## config.mk

```make
export PLATFORM = sky130hd
export DESIGN_NAME = dct_coef_link
export DESIGN_NICKNAME = d
export VERILOG_FILES = /design/src/rtl/dct_link_pkg.sv /design/src/rtl/dct_link_bank.sv /design/src/rtl/dct_coef_link.sv
export SDC_FILE = /design/constraint.sdc
export NUM_CORES = 2
export LEC_CHECK = 0
export ABC_AREA = 1
export BUFFER_PORTS_ARGS = -buffer_cell sky130_fd_sc_hd__buf_4
export CAP_MARGIN = 20
export CORE_AREA = 3 3 404 406
export CTS_CLUSTER_SIZE = 20
export DETAILED_ROUTE_END_ITERATION = 10
export DIE_AREA = 0 0 407 409
export MAX_ROUTING_LAYER = met4
export SLEW_MARGIN = 30
export SYNTH_ARGS = -nofsm -noshare
export SYNTH_HDL_FRONTEND = slang
export SYNTH_SLANG_ARGS = --single-unit
```

## constraint.sdc

```tcl
create_clock -name clk -period 2.3 [get_ports clk]
set_input_delay 0.46 -clock clk [delete_from_list [all_inputs] [get_ports clk]]
set_output_delay 0.46 -clock clk [all_outputs]
set_load 0.01 [all_outputs]
```

## src/rtl/dct_link_pkg.sv

```systemverilog
// dct_link_pkg: shared types, constants and the coefficient reduction helper for dct_coef_link.
//
// Contents:
//   MAX_W       - widest intermediate word handled by coef_reduce
//   DEF_DEPTH   - default block length (coefficients per block)
//   DEPTH_W     - index width for a DEF_DEPTH block
//   rd_state_e  - read-side FSM states
//   coef_reduce - keep the KEEP_W MSBs of an IN_W word (truncate, or round half away from
//                 zero when DCT_COEF_LINK_ROUND_EN is defined)
//
// Configuration macro: DCT_COEF_LINK_ROUND_EN (undefined: plain floor truncation).
package dct_link_pkg;

   localparam int unsigned MAX_W     = 64;
   localparam int unsigned DEF_DEPTH = 64;
   localparam int unsigned DEPTH_W   = $clog2(DEF_DEPTH);

   typedef enum logic {
      RD_IDLE,
      RD_STREAM
   } rd_state_e;

   // x is the IN_W coefficient sign-extended to MAX_W. The result is the kept value,
   // sign-extended to MAX_W; callers take the low keep_w bits.
   function automatic logic [MAX_W-1:0] coef_reduce(input logic [MAX_W-1:0] x,
                                                    input int unsigned       in_w,
                                                    input int unsigned       keep_w);
`ifdef DCT_COEF_LINK_ROUND_EN
      logic             neg;
      logic [MAX_W-1:0] mag;
      logic [MAX_W-1:0] rnd;
      logic [MAX_W-1:0] lim;
`endif
      int unsigned sh;
      sh = in_w - keep_w;
`ifdef DCT_COEF_LINK_ROUND_EN
      if (sh == 0) begin
         return x;
      end
      neg = x[MAX_W-1];
      mag = neg ? (~x + MAX_W'(1)) : x;
      rnd = (mag + (MAX_W'(1) << (sh - 1))) >> sh;
      lim = (MAX_W'(1) << (keep_w - 1)) - MAX_W'(1);
      // Only the positive side can overflow; -2^(keep_w-1) is representable.
      if (!neg && (rnd > lim)) begin
         rnd = lim;
      end
      return neg ? (~rnd + MAX_W'(1)) : rnd;
`else
      return MAX_W'($signed(x) >>> sh);
`endif
   endfunction

endpackage

```

## src/rtl/dct_link_bank.sv

```systemverilog
// dct_link_bank: one DEPTH x KEEP_W coefficient bank with its full flag.
//
// Ports:
//   clk, reset_n       - clock, asynchronous active-low reset (clears the full flag only)
//   we, waddr, wdata   - single write port
//   raddr, rdata       - single asynchronous read port
//   set_full, clr_full - full flag set (block written) / clear (block drained)
//   full               - bank holds a complete, not yet drained block
module dct_link_bank
   import dct_link_pkg::*;
#(
   parameter int unsigned DEPTH  = DEF_DEPTH,
   parameter int unsigned KEEP_W = 12,
   parameter int unsigned IDX_W  = $clog2(DEF_DEPTH)
) (
   input  logic              clk,
   input  logic              reset_n,
   input  logic              we,
   input  logic [IDX_W-1:0]  waddr,
   input  logic [KEEP_W-1:0] wdata,
   input  logic [IDX_W-1:0]  raddr,
   output logic [KEEP_W-1:0] rdata,
   input  logic              set_full,
   input  logic              clr_full,
   output logic              full
);

   logic [KEEP_W-1:0] mem [DEPTH];
   logic              full_q;

   always_ff @(posedge clk) begin
      if (we) begin
         mem[waddr] <= wdata;
      end
   end

   assign rdata = mem[raddr];

   // set and clr never target the same bank in one cycle: a bank is writable only when empty.
   always_ff @(posedge clk or negedge reset_n) begin
      if (!reset_n) begin
         full_q <= 1'b0;
      end else if (set_full) begin
         full_q <= 1'b1;
      end else if (clr_full) begin
         full_q <= 1'b0;
      end
   end

   assign full = full_q;

endmodule

```

## src/rtl/dct_coef_link.sv

```systemverilog
// dct_coef_link: double-buffered link from the dct coefficient stream to the idct.
//
// Each IN_W coefficient is reduced to its KEEP_W MSBs, stored in one of two DEPTH-word banks,
// and streamed out block-wise sign-extended to OUT_W. A free-running saturating cycle counter
// drives the idct precision select rapx through a programmable exclusive window.
//
// Ports:
//   clk, reset_n                  - clock, asynchronous active-low reset
//   in_valid, in_data, in_ready   - coefficient input (words offered while !in_ready are dropped)
//   out_valid, out_ready,
//   out_data, out_first           - block output stream; out_first marks word 0 (idct start)
//   apx_en, apx_lo, apx_hi        - rapx window enable and exclusive bounds
//   rapx                          - registered idct approximate-mode select
//   ovf                           - sticky: an input word was dropped
//   blk_cnt                       - number of fully drained blocks (wraps)
//
// Configuration macro: DCT_COEF_LINK_ROUND_EN selects round-half-away-from-zero reduction.
module dct_coef_link
   import dct_link_pkg::*;
#(
   parameter int unsigned IN_W   = 32,
   parameter int unsigned KEEP_W = 12,
   parameter int unsigned OUT_W  = 32,
   parameter int unsigned DEPTH  = DEF_DEPTH,
   parameter int unsigned CNT_W  = 32
) (
   input  logic             clk,
   input  logic             reset_n,
   input  logic             in_valid,
   input  logic [IN_W-1:0]  in_data,
   output logic             in_ready,
   output logic             out_valid,
   input  logic             out_ready,
   output logic [OUT_W-1:0] out_data,
   output logic             out_first,
   input  logic             apx_en,
   input  logic [CNT_W-1:0] apx_lo,
   input  logic [CNT_W-1:0] apx_hi,
   output logic             rapx,
   output logic             ovf,
   output logic [15:0]      blk_cnt
);

   localparam int unsigned IDX_W = (DEPTH > 1) ? $clog2(DEPTH) : 1;
   localparam logic [IDX_W-1:0] LAST_IDX = IDX_W'(DEPTH - 1);

   if ((KEEP_W < 2) || (KEEP_W > IN_W) || (OUT_W < KEEP_W) || (IN_W > MAX_W) ||
       (DEPTH < 2) || ((DEPTH & (DEPTH - 1)) != 0)) begin : g_bad_params
      $error("dct_coef_link: illegal parameter combination");
   end

   // ---------------------------------------------------------------------------------------
   // Write side
   // ---------------------------------------------------------------------------------------
   logic             wr_bank_q;
   logic [IDX_W-1:0] wr_idx_q;
   logic             ovf_q;
   logic [1:0]       full;
   logic             wr_fire;
   logic             wr_last;

   logic [MAX_W-1:0]  in_ext;
   logic [MAX_W-1:0]  red;
   logic [KEEP_W-1:0] wr_data;
   logic              unused_red;

   assign in_ready = !full[wr_bank_q];
   assign wr_fire  = in_valid && in_ready;
   assign wr_last  = wr_fire && (wr_idx_q == LAST_IDX);

   always_comb begin
      in_ext            = {MAX_W{in_data[IN_W-1]}};
      in_ext[IN_W-1:0]  = in_data;
   end

   assign red        = coef_reduce(in_ext, IN_W, KEEP_W);
   assign wr_data    = red[KEEP_W-1:0];
   assign unused_red = ^(red >> KEEP_W);

   always_ff @(posedge clk or negedge reset_n) begin
      if (!reset_n) begin
         wr_bank_q <= 1'b0;
         wr_idx_q  <= '0;
         ovf_q     <= 1'b0;
      end else begin
         if (wr_fire) begin
            wr_idx_q <= wr_idx_q + IDX_W'(1);
            if (wr_last) begin
               wr_bank_q <= ~wr_bank_q;
            end
         end
         if (in_valid && !in_ready) begin
            ovf_q <= 1'b1;
         end
      end
   end

   // ---------------------------------------------------------------------------------------
   // Banks
   // ---------------------------------------------------------------------------------------
   rd_state_e         state_q;
   logic              rd_bank_q;
   logic [IDX_W-1:0]  rd_idx_q;
   logic [IDX_W-1:0]  rd_addr;
   logic              rd_last;
   logic              rd_sel;
   logic [KEEP_W-1:0] rdata_a;
   logic [KEEP_W-1:0] rdata_b;
   logic [KEEP_W-1:0] rd_word;
   logic [OUT_W-1:0]  out_ext;

   // Read address points at the word to load next; at a block end it wraps to 0, which is
   // word 0 of the other bank when streaming continues back to back.
   assign rd_addr = (state_q == RD_STREAM) ? (rd_idx_q + IDX_W'(1)) : '0;
   assign rd_last = (state_q == RD_STREAM) && out_valid && out_ready && (rd_idx_q == LAST_IDX);
   assign rd_sel  = rd_last ? ~rd_bank_q : rd_bank_q;
   assign rd_word = rd_sel ? rdata_b : rdata_a;

   always_comb begin
      out_ext              = {OUT_W{rd_word[KEEP_W-1]}};
      out_ext[KEEP_W-1:0]  = rd_word;
   end

   dct_link_bank #(
      .DEPTH  (DEPTH),
      .KEEP_W (KEEP_W),
      .IDX_W  (IDX_W)
   ) u_bank_a (
      .clk      (clk),
      .reset_n  (reset_n),
      .we       (wr_fire && !wr_bank_q),
      .waddr    (wr_idx_q),
      .wdata    (wr_data),
      .raddr    (rd_addr),
      .rdata    (rdata_a),
      .set_full (wr_last && !wr_bank_q),
      .clr_full (rd_last && !rd_bank_q),
      .full     (full[0])
   );

   dct_link_bank #(
      .DEPTH  (DEPTH),
      .KEEP_W (KEEP_W),
      .IDX_W  (IDX_W)
   ) u_bank_b (
      .clk      (clk),
      .reset_n  (reset_n),
      .we       (wr_fire && wr_bank_q),
      .waddr    (wr_idx_q),
      .wdata    (wr_data),
      .raddr    (rd_addr),
      .rdata    (rdata_b),
      .set_full (wr_last && wr_bank_q),
      .clr_full (rd_last && rd_bank_q),
      .full     (full[1])
   );

   // ---------------------------------------------------------------------------------------
   // Read FSM with registered outputs
   // ---------------------------------------------------------------------------------------
   logic [OUT_W-1:0] out_data_q;
   logic             out_valid_q;
   logic             out_first_q;
   logic [15:0]      blk_cnt_q;

   always_ff @(posedge clk or negedge reset_n) begin
      if (!reset_n) begin
         state_q     <= RD_IDLE;
         rd_bank_q   <= 1'b0;
         rd_idx_q    <= '0;
         out_data_q  <= '0;
         out_valid_q <= 1'b0;
         out_first_q <= 1'b0;
         blk_cnt_q   <= '0;
      end else begin
         unique case (state_q)
            RD_IDLE: begin
               if (full[rd_bank_q]) begin
                  out_data_q  <= out_ext;
                  out_valid_q <= 1'b1;
                  out_first_q <= 1'b1;
                  rd_idx_q    <= '0;
                  state_q     <= RD_STREAM;
               end
            end
            RD_STREAM: begin
               if (out_valid_q && out_ready) begin
                  if (rd_idx_q == LAST_IDX) begin
                     rd_bank_q <= ~rd_bank_q;
                     rd_idx_q  <= '0;
                     blk_cnt_q <= blk_cnt_q + 16'd1;
                     if (full[~rd_bank_q]) begin
                        out_data_q  <= out_ext;
                        out_first_q <= 1'b1;
                     end else begin
                        out_valid_q <= 1'b0;
                        out_first_q <= 1'b0;
                        state_q     <= RD_IDLE;
                     end
                  end else begin
                     rd_idx_q    <= rd_idx_q + IDX_W'(1);
                     out_data_q  <= out_ext;
                     out_first_q <= 1'b0;
                  end
               end
            end
            default: state_q <= RD_IDLE;
         endcase
      end
   end

   assign out_data  = out_data_q;
   assign out_valid = out_valid_q;
   assign out_first = out_first_q;
   assign blk_cnt   = blk_cnt_q;
   assign ovf       = ovf_q;

   // ---------------------------------------------------------------------------------------
   // rapx window: saturating cycle counter and exclusive window compare
   // ---------------------------------------------------------------------------------------
   logic [CNT_W-1:0] cnt_q;
   logic             rapx_q;

   always_ff @(posedge clk or negedge reset_n) begin
      if (!reset_n) begin
         cnt_q  <= '0;
         rapx_q <= 1'b0;
      end else begin
         if (cnt_q != {CNT_W{1'b1}}) begin
            cnt_q <= cnt_q + CNT_W'(1);
         end
         rapx_q <= apx_en && (cnt_q > apx_lo) && (cnt_q < apx_hi);
      end
   end

   assign rapx = rapx_q;

endmodule

```

==> results.cfg <==
[final_layout]
multi_input_area_um2 = 21100
final_core_util_pct = 57.2
antenna_cells = 0
final_cell_mix = 2,291 x nand2_1, 1,536 x edfxtp_1, 997 x inv_1
fin_cells = 9945
fin_nets = 7812
final_common_cell = nand2_1
n_fill_cell = 13100
ff_latch_area_um2 = 48200
drive_above_1_share_pct = 20.1
area_growth_pct = 27.8

[floorplanning]
io_pins = 154
initial_core_util_pct = 44.8
die_h_um = 409
die_w_um = 407
core_area_um2 = 160000
dieArea_um2 = 166000
rows = 147

[place]
dp_hpwl_mm = 131
portBuffers = 133
pre_cts_ws_ps = -370
place_inst = 9463
globalplace.congestion = 0.942

[global_routing]
grt_usage_pct = 27.3
grt-ovfl-total = 0
grt_pass1_wl_mm = 327
grt_max_degree = 77
grt_pass1_vias = 50600
grt_antenna_before_repair = 4

[route]
viasPerCell = 5.34
drt-initial-drc-count = 5817
drtPass1Iterations = 8
num_vias = 53100
ant_nets = 0
drc = 0
wire_per_inst_um = 22.4
routed_wl_mm = 223

[logic_synthesis]
ys_warn_count = 0
yosys_register_bits = 1617
netlist_area_um2 = 71700
syn_nets = 7209
ys_types = 42
ys_seq_area_share_pct = 67.2
synth_area_per_cell_um2 = 10.2
synthCells = 7039

[sta]
rsz0062_at_grt = true
fmax_ghz = 0.399
worst_slew_pin_slew_ps = 737
drv_slew = 0
skew_ps = 41.1
setup_ws_ps = -209
relSlewSlack_pct = 50.8
fin_crit_sh_pct = 109
final_hold_viol_count = 0
setup_violations = 12
min_period_ps = 2510

[setup_path]
worstSetupStartpointType = register
path_class = register to register
critPathTopFamily = simple AND/OR/NAND/NOR gates
worstPathArrival_ps = 3230
crit_fanout = 6
crit_slowest_cell = dfrtp_1
crit_top_cell = nand3_2
cpPeakStageDelay_ps = 420
crit_chain = buf_6 > nor2_4 > buf_12 > buf_16 > buf_12 > buf_4 > buf_12 > nand2_1 > nand3_2 > nand3_2 > nand3_2 > nand3_2 > nand3_2 > nand3_2 > nand3_2 > nand2_1
reg2reg_slack_ps = -210
cp-end-kind = register
crit_buf_inv = 6
required_ps = 3020

[pwr]
swShare_pct = 36.0
p_switching_uw = 34300
powerDensity_nw_per_um2 = 1040
p_int_uw = 61100
pwr-share-seq_pct = 34.3
leakagePower_uw = 0.0383
pwr-share-clk_pct = 28.3
p_comb_share_pct = 37.4
peakVddDrop_v = 0.000866

[status]
outcome = finished with violations
violations = negative setup slack

[clock_tree]
h-tree-depth = 4
numCtsBuffers = 171
root_buffer = clkbuf_16
cts_buffer_depth = 3
path_clk_slew_ps = 60
clk_latency_ps = 830
cts_tree = done
clock-sinks = 1617

[flow_run]
max_cap_viol_count = 0

[worst_hold_path]
min_path_type = input pin to register
-- worst reg2reg max path, delay by kind of cell, from the launching register on --
family	cells	cell delay, ps
and+or+nand+nor	10	1000
DFF	1	420
buffers and inverters	6	980
-- cells by family (layout without fill, tap and decap cells) --
logic type | Yosys count | in the layout | synth area share (%)
and+or+nand+nor | 3792 | 3793 | 22.3
DFF | 1617 | 1617 | 67.2
adders and majority gates | 69 | 69 | 1.20
AOI/OAI and AO/OA | 147 | 147 | 1.11
muxes | 1 | 1 | 0.0157
xor gates and xnor gates | 36 | 36 | 0.440
buffers and inverters | 1377 | 2122 | 7.78
-- repair_timing --
item | 4_1_cts | 5_1_grt
endpoints found under the setup margin | 402 | 585
hold buffers | 9 | 0
cloned | 61 | 7
endpoints found under the hold margin | 144 | 0
setup buffers | 85 | 12
pin swaps | 167 | 72
gates resized for setup | 666 | 143
-- stage by stage --
| step | hold WS, ps | cell area [µm²] | TNS [ps] | total power, µW |
|---|---|---|---|---|
| 4_1_cts | 12.1 | 90900 | -975 | 94000 |
| 3_5_place_dp | 375 | 79600 | -34960 | 57400 |
| 3_3_place_gp | 373 | 79600 | -85250 | 57300 |
| 5_1_grt | 61.1 | 91700 | -2810 | 98400 |
| 6_report | 81.7 | 91700 | -1830 | 95400 |
| 2_1_floorplan | 164 | 71700 | -3640 | 45800 |
-- path summary, 6_finish.rpt --
| path | cells after the start | to | startpoint |
|---|---|---|---|
| worst min-delay path | 7 | rapx | apx_en |
| max in group asynchronous | 4 | blk_cnt[9] | reset_n |
| worst max register to register | 16 | out_data[9] | rd_idx_q[0] |
| min in group asynchronous | 3 | blk_cnt[6] | reset_n |
| worst min register to register | 1 | ovf | ovf |
| worst max-delay path | 16 | out_data[9] | rd_idx_q[0] |
-- synthesized netlist by cell type --
library cell,n,area (µm²)
a21boi_0,1,7.51
ha_1,69,863
buf_2,134,671
a21oi_1,31,155
nor2_4,2,22.5
or4_1,1,7.51
clkbuf_1,140,526
buf_1,35,131
nor4_1,10,62.6
or2_2,3,18.8
xor2_1,21,184
o21ai_0,90,450
edfxtp_1,1536,46100
o211ai_1,13,97.6
a211oi_1,1,7.51
buf_6,3,33.8
inv_2,5,18.8
a31oi_1,3,18.8
nand2_1,2330,8750
o21a_1,3,22.5
nand4_2,1,12.5
nand3_1,1202,6020
a22o_1,1,8.76
nand3b_1,2,15.0
nor3_2,2,20.0
xnor2_1,15,131
o22ai_1,2,12.5
o221ai_1,1,8.76
inv_1,1001,3760
mux2_2,1,11.3
a21o_1,1,7.51
buf_4,59,443
nand2_4,2,22.5
nor3b_1,3,22.5
nor3_1,31,155
nand2_2,5,31.3
nand4_1,13,81.3
dfrtp_1,81,2030
nor2_1,175,657
nand3_2,2,20.0
nor2_2,7,43.8
nor4_4,1,21.3
-- power groups by stage --
stage	combinational [µW]	clock [µW]	sequential (µW)
3_3_place_gp	24100	0	33300
6_report	35600	27000	32700
2_1_floorplan	12600	0	33200
3_5_place_dp	24200	0	33300
4_1_cts	34000	27400	32700
5_1_grt	37100	28600	32700
-- metal layers --
metal	wire length, µm	GRT usage (%)	vias up
li1	-	-	24400
met1	92000	37.2	25900
met2	105000	42.3	2404
met3	19000	4.00	393
met4	7430	8.56	0
met5	0	-	-
-- layout make-up --
class	count	area share (%)
Sequential cell	1617	52.5
Inverter	1006	4.17
Tap cell	2160	2.95
Timing Repair Buffer	797	11.3
Clock buffer	221	4.94
Multi-Input combinational cell	4046	23.0
Timing Repair inverter	3	0.0519
Clock inverter	95	1.03
-- flip-flops by register name, summed over array words and instances, names as in the netlist --
register / cells
rd_idx_q: 6
u_bank_b.mem: 768
rd_bank_q: 1
state_q: 1
blk_cnt: 16
out_first: 1
u_bank_a.full: 1
out_data: 12
rapx: 1
u_bank_a.mem: 768
u_bank_b.full: 1
cnt_q: 32
wr_idx_q: 6
out_valid: 1
wr_bank_q: 1
ovf: 1
No activity file was read; power rests on OpenSTA's default activity.
